`config.mk`:
```
export PLATFORM = sky130hd
export DESIGN_NAME = line_fetch_engine
export DESIGN_NICKNAME = d
export VERILOG_FILES = /design/src/rtl/line_fetch_engine.sv
export SDC_FILE = /design/constraint.sdc
export NUM_CORES = 1
export LEC_CHECK = 0
export ABC_CLOCK_PERIOD_IN_PS = 7570
export CORE_AREA = 5 5 148 150
export CTS_CLUSTER_DIAMETER = 30
export DETAILED_ROUTE_END_ITERATION = 8
export DIE_AREA = 0 0 153 155
export PLACE_DENSITY = 0.73
export SYNTH_ARGS = -nofsm -noshare
export SYNTH_HDL_FRONTEND = slang
export SYNTH_SLANG_ARGS = --single-unit
```
`constraint.sdc`:
```
create_clock -name clk -period 7.57 [get_ports clk]
set_clock_uncertainty 0.15 [all_clocks]
set_input_delay 1.514 -clock clk [delete_from_list [all_inputs] [get_ports clk]]
set_output_delay 1.514 -clock clk [all_outputs]
set_load 0.02 [all_outputs]
```
`src/rtl/line_fetch_engine.sv`:
```
// line_fetch_engine: fetches one frame line from memory in bursts and streams the pixels into a pixel FIFO
//   clk, reset                       : single clock, synchronous active-high reset
//   mem_calib_done                   : asynchronous memory calibration flag (synchronised internally)
//   x_size, y_size, line_y, line_req : frame geometry and line request, latched on acceptance
//   abort                            : cancel the line in progress
//   line_busy, line_done             : line in progress / one-cycle completion pulse
//   cmd_*                            : memory read command port
//   rd_en, rd_data, rd_empty         : first-word-fall-through memory read data port
//   fifo_wr_en, fifo_din, fifo_almost_full : pixel FIFO write port
module line_fetch_engine #(
    parameter int MAX_BURST     = 64,
    parameter int DATA_W        = 24,
    parameter int BYTES_PER_PIX = 4,
    parameter int BASE_ADDR     = 5242880,
    parameter int ADDR_W        = 30
) (
    input  logic              clk,
    input  logic              reset,
    input  logic              mem_calib_done,
    input  logic [10:0]       x_size,
    input  logic [10:0]       y_size,
    input  logic              line_req,
    input  logic [10:0]       line_y,
    input  logic              abort,
    output logic              line_busy,
    output logic              line_done,
    output logic              cmd_en,
    output logic [2:0]        cmd_instr,
    output logic [5:0]        cmd_bl,
    output logic [ADDR_W-1:0] cmd_byte_addr,
    input  logic              cmd_full,
    output logic              rd_en,
    input  logic [31:0]       rd_data,
    input  logic              rd_empty,
    output logic              fifo_wr_en,
    output logic [DATA_W-1:0] fifo_din,
    input  logic              fifo_almost_full
);
    localparam logic [2:0] CALIB = 3'd0;
    localparam logic [2:0] READY = 3'd1;
    localparam logic [2:0] CMD   = 3'd2;
    localparam logic [2:0] DRAIN = 3'd3;
    localparam logic [2:0] DONE  = 3'd4;
    logic [2:0]        state;
    logic [1:0]        calib_sync;
    logic [10:0]       x_lat;
    logic [21:0]       line_base;
    logic [11:0]       pix_off;
    logic [6:0]        wcnt;
    logic              aborting;
    logic [11:0]       rem;
    logic [6:0]        n;
    logic [ADDR_W-1:0] pix_idx;
    logic              burst_end;
    logic              line_empty;
    logic              unused_rd;
    assign unused_rd = ^rd_data;
    always_comb begin
        rem           = {1'b0, x_lat} - pix_off;
        n             = (rem > 12'(MAX_BURST)) ? 7'(MAX_BURST) : rem[6:0];
        pix_idx       = ADDR_W'(line_base) + ADDR_W'(pix_off);
        // cmd_en is withheld on abort so a cancelled command is never issued
        cmd_en        = (state == CMD) && !cmd_full && !abort;
        cmd_instr     = (state == CMD) ? 3'b001 : 3'b000;
        cmd_bl        = (state == CMD) ? 6'(n - 7'd1) : 6'd0;
        cmd_byte_addr = (state == CMD) ? ADDR_W'(BASE_ADDR) + pix_idx * ADDR_W'(BYTES_PER_PIX) : '0;
        rd_en         = (state == DRAIN) && !rd_empty && !fifo_almost_full;
        // an aborted burst is still popped from memory but discarded
        fifo_wr_en    = rd_en && !aborting && !abort;
        fifo_din      = rd_data[DATA_W-1:0];
        line_done     = (state == DONE);
        burst_end     = rd_en && (wcnt == n - 7'd1);
        line_empty    = (line_y >= y_size) || (x_size == 11'd0);
    end
    always_ff @(posedge clk) begin
        if (reset) begin
            state      <= CALIB;
            calib_sync <= 2'b00;
            x_lat      <= '0;
            line_base  <= '0;
            pix_off    <= '0;
            wcnt       <= '0;
            aborting   <= 1'b0;
            line_busy  <= 1'b0;
        end else begin
            calib_sync <= {calib_sync[0], mem_calib_done};
            case (state)
                CALIB: if (calib_sync[1]) state <= READY;
                READY: if (line_req) begin
                    x_lat     <= x_size;
                    line_base <= 22'(line_y) * 22'(x_size);
                    pix_off   <= '0;
                    line_busy <= 1'b1;
                    state     <= line_empty ? DONE : CMD;
                end
                CMD: if (abort) begin
                    state     <= READY;
                    line_busy <= 1'b0;
                end else if (!cmd_full) begin
                    state    <= DRAIN;
                    wcnt     <= '0;
                    aborting <= 1'b0;
                end
                DRAIN: begin
                    if (abort) aborting <= 1'b1;
                    if (rd_en) wcnt <= wcnt + 7'd1;
                    if (burst_end) begin
                        pix_off <= pix_off + 12'(n);
                        if (aborting || abort) begin
                            state     <= READY;
                            line_busy <= 1'b0;
                        end else begin
                            state <= (pix_off + 12'(n) == {1'b0, x_lat}) ? DONE : CMD;
                        end
                    end
                end
                DONE: begin
                    line_busy <= 1'b0;
                    state     <= READY;
                end
                default: state <= CALIB;
            endcase
        end
    end
endmodule

```
==> results_dict.tcl <==
set metrics [dict create \
    antenna_left 0 \
    hold_viol_final 0 \
    drt_iter0_drc 458 \
    final_core_util 0.510 \
    antenna_found_initial 0 \
    h-tree-depth 3 \
    yosysTopAreaCell "fa_1" \
    total_power_w 0.00291 \
    fmax_ghz 0.140 \
    die_w_um 153 \
    dpl.hpwl_mm 19.0 \
    clockPowerShare 0.128 \
    die_h_um 155 \
    initial_core_util 0.455 \
    synth_common_cells "180 x nand2_1, 125 x inv_1, 104 x ha_1, 83 x fa_1, 79 x nor2_1" \
    synth_seq_area_share 0.126 \
    cts.sinks 59 \
    vias_per_cell 5.42 \
    worstPathRequired_ns 7.67 \
    via_count 8125 \
    seqPwrFrac 0.148 \
    hp-class "flop to flop" \
    portBuffers 75 \
    yosysMostFrequentCell "nand2_1" \
    synth-simple-area-share 0.223 \
    hold_buffers 0 \
    cp_data_arrival_time_ns 7.26 \
    cts.clk_slew.worst_paths_ns 0.06 \
    netlist_area_um2 9360 \
    layout-drive-gt1-share 0.0571 \
    synth_mux_area_frac 0.0155 \
    grt_overflow 0 \
    power_switching_w 0.00142 \
    clk_latency_ns 0.33 \
    numCtsBuffers 9 \
    cp-end-kind "flop" \
    n_antenna_cell 0 \
    reg2reg_depth 24 \
    fin_ws_ns 0.410 \
    fin_tns_setup_ns 0 \
    critical_path.startpoint_type "input pin" \
    switching_share 0.487 \
    drc 0 \
    p_comb_frac 0.723 \
    cts_setup_buffers 0 \
    drv_slew 0 \
    cts_tree "yes" \
    routed_wl_mm 23.4 \
    coreArea_um2 20600 \
    grt_pass1_vias 8223 \
    io_pins 141 \
    rsz0062_at_grt "false" \
    grt_pass1_wl_mm 39.4 \
    hold_path_depth 1 \
    drt-pass1-iter-count 5 \
    maxCapViolations 0 \
    synth_top_family_by_area "adder cells" \
    finalSetupViolCount 0 \
    worst_slew_pin_slew_ns 1.20 \
    clockBufferDepth 2 \
    ir_drop_mv 0.232 \
    min_period_ns 7.16 \
    synth_fa_ha_area_frac 0.317 \
    rows 53 \
    grt_usage 0.198 \
    synth_compound_area_frac 0.144 \
    synth-seq-cells 59 \
    post_cts_resized 0 \
    p_int_w 0.00149 \
    fin_nets 1480 \
    grt_max_degree 55 \
    synthFlopType "dfxtp_1" \
    die_area_um2 23700 \
    yosysTopAreaCellShare 0.178 \
    wl_per_cell_um 15.6 \
    async_flop_share 0 \
    leakage_nw 4.72 \
    pwr_density_cell_nw_per_um2 277 \
    cts_root_buf "clkbuf_16" \
    rrSetupSlack_ns 1.05 \
    filler_cell_count 1983 \
    slew_headroom 0.196 \
    path_class "input pin to flop" \
    place_ws_ns 0.128 \
    fin_hold_ws_ns 0.291 \
    synth-xor-area-share 0.0737 \
    synth.area.top_cells "fa_1 18%, ha_1 14%, dfxtp_1 13%" \
    ys.warnings.count 0 \
    outcome "finished, final reports clean" \
    synth-edff-count 0 \
    cp_max_fo 9 \
    ys_types 73 \
    syn_inst 1187 \
    syn_to_final_growth_pct 12.0 \
    routabilityCongestion 0.904 \
    post-route-period-util 0.946 \
    avgSynthCellArea_um2 7.88 \
]
==> sequential cells by signal, indices dropped and copies added (netlist names) <==
signal,count
aborting,1
calib_sync,2
line_base,22
line_busy,1
pix_off,12
state,3
wcnt,7
x_lat,11
==> cell usage in the layout (no fill, tap or decap), types with 15 or more instances in the layout <==
master	synthesis	layout
nor2_1	79	78
nand2_1	180	180
nor2b_1	15	15
and2_1	53	53
fa_1	83	83
dfxtp_1	59	59
nand3_1	16	16
inv_1	125	125
nor3_1	20	20
xnor2_1	47	47
o21ai_0	35	34
clkdlybuf4s50_1	0	74
xor2_1	28	28
buf_4	33	27
a21oi_1	66	66
ha_1	104	104
==> metal layers <==
metal | vias up | global-route usage | share of wire
met5 | - | 0 | 0
met4 | 0 | 0.0535 | 0.022
met3 | 40 | 0.0284 | 0.040
met2 | 195 | 0.361 | 0.51
met1 | 3942 | 0.246 | 0.43
li1 | 3948 | - | -
==> final cells by class <==
type | instances | area [um2] | share of cell area
multi-input combinational | 923 | 7260 | 0.693
sequential | 59 | 1180 | 0.113
timing repair buffer | 102 | 948 | 0.0905
inverter | 125 | 469 | 0.0448
tap | 275 | 344 | 0.0328
clock buffer | 10 | 229 | 0.0219
clock inverter | 6 | 42.5 | 0.00406
==> per-stage QoR <==
stage | instance area, um2 | instances
CTS | 10500 | 1500
floorplan | 9390 | 1195
global placement | 10200 | 1484
finish | 10500 | 1500
global route | 10500 | 1500
detailed placement | 10200 | 1484
==> worst paths after layout <==
check / from / to
setup / recovery: x_size[4] / line_base[21]
hold / removal: calib_sync[0] / calib_sync[1]
setup reg to reg: x_lat[0] / state[2]
hold reg to reg: calib_sync[0] / calib_sync[1]
==> power groups by stage <==
stage	sequential (W)	clock [W]	combinational, W
2_1_floorplan	0.000404	0	0.00168
3_3_place_gp	0.000436	0	0.00206
3_5_place_dp	0.000437	0	0.00210
4_1_cts	0.000431	0.000376	0.00212
5_1_grt	0.000441	0.000392	0.00239
6_report	0.000432	0.000373	0.00210
==> critical path, stage by stage <==
cell and delay, ns:
clkdlybuf4s50_1 0.74, nand2_1 0.14, fa_1 0.55, inv_1 0.05
fa_1 0.49, inv_1 0.05, fa_1 0.48, inv_1 0.06
fa_1 0.50, fa_1 0.49, ha_1 0.37, a21oi_1 0.10
a211oi_1 0.36, nor3_1 0.16, o31a_1 0.34, o21a_1 0.21
o21ai_0 0.21, xnor2_1 0.15, nand2_1 0.07, a21oi_1 0.19
==> cells by family after synthesis <==
logic type               count (synthesis)
XOR/XNOR                                77
AO/OA/AOI/OAI                          201
buffers and inverters                  213
multiplexers                            13
AND/OR/NAND/NOR                        436
adder cells (fa/ha/maj)                187
other                                    1
flip-flops                              59
Power figures use the tool's default switching activity.
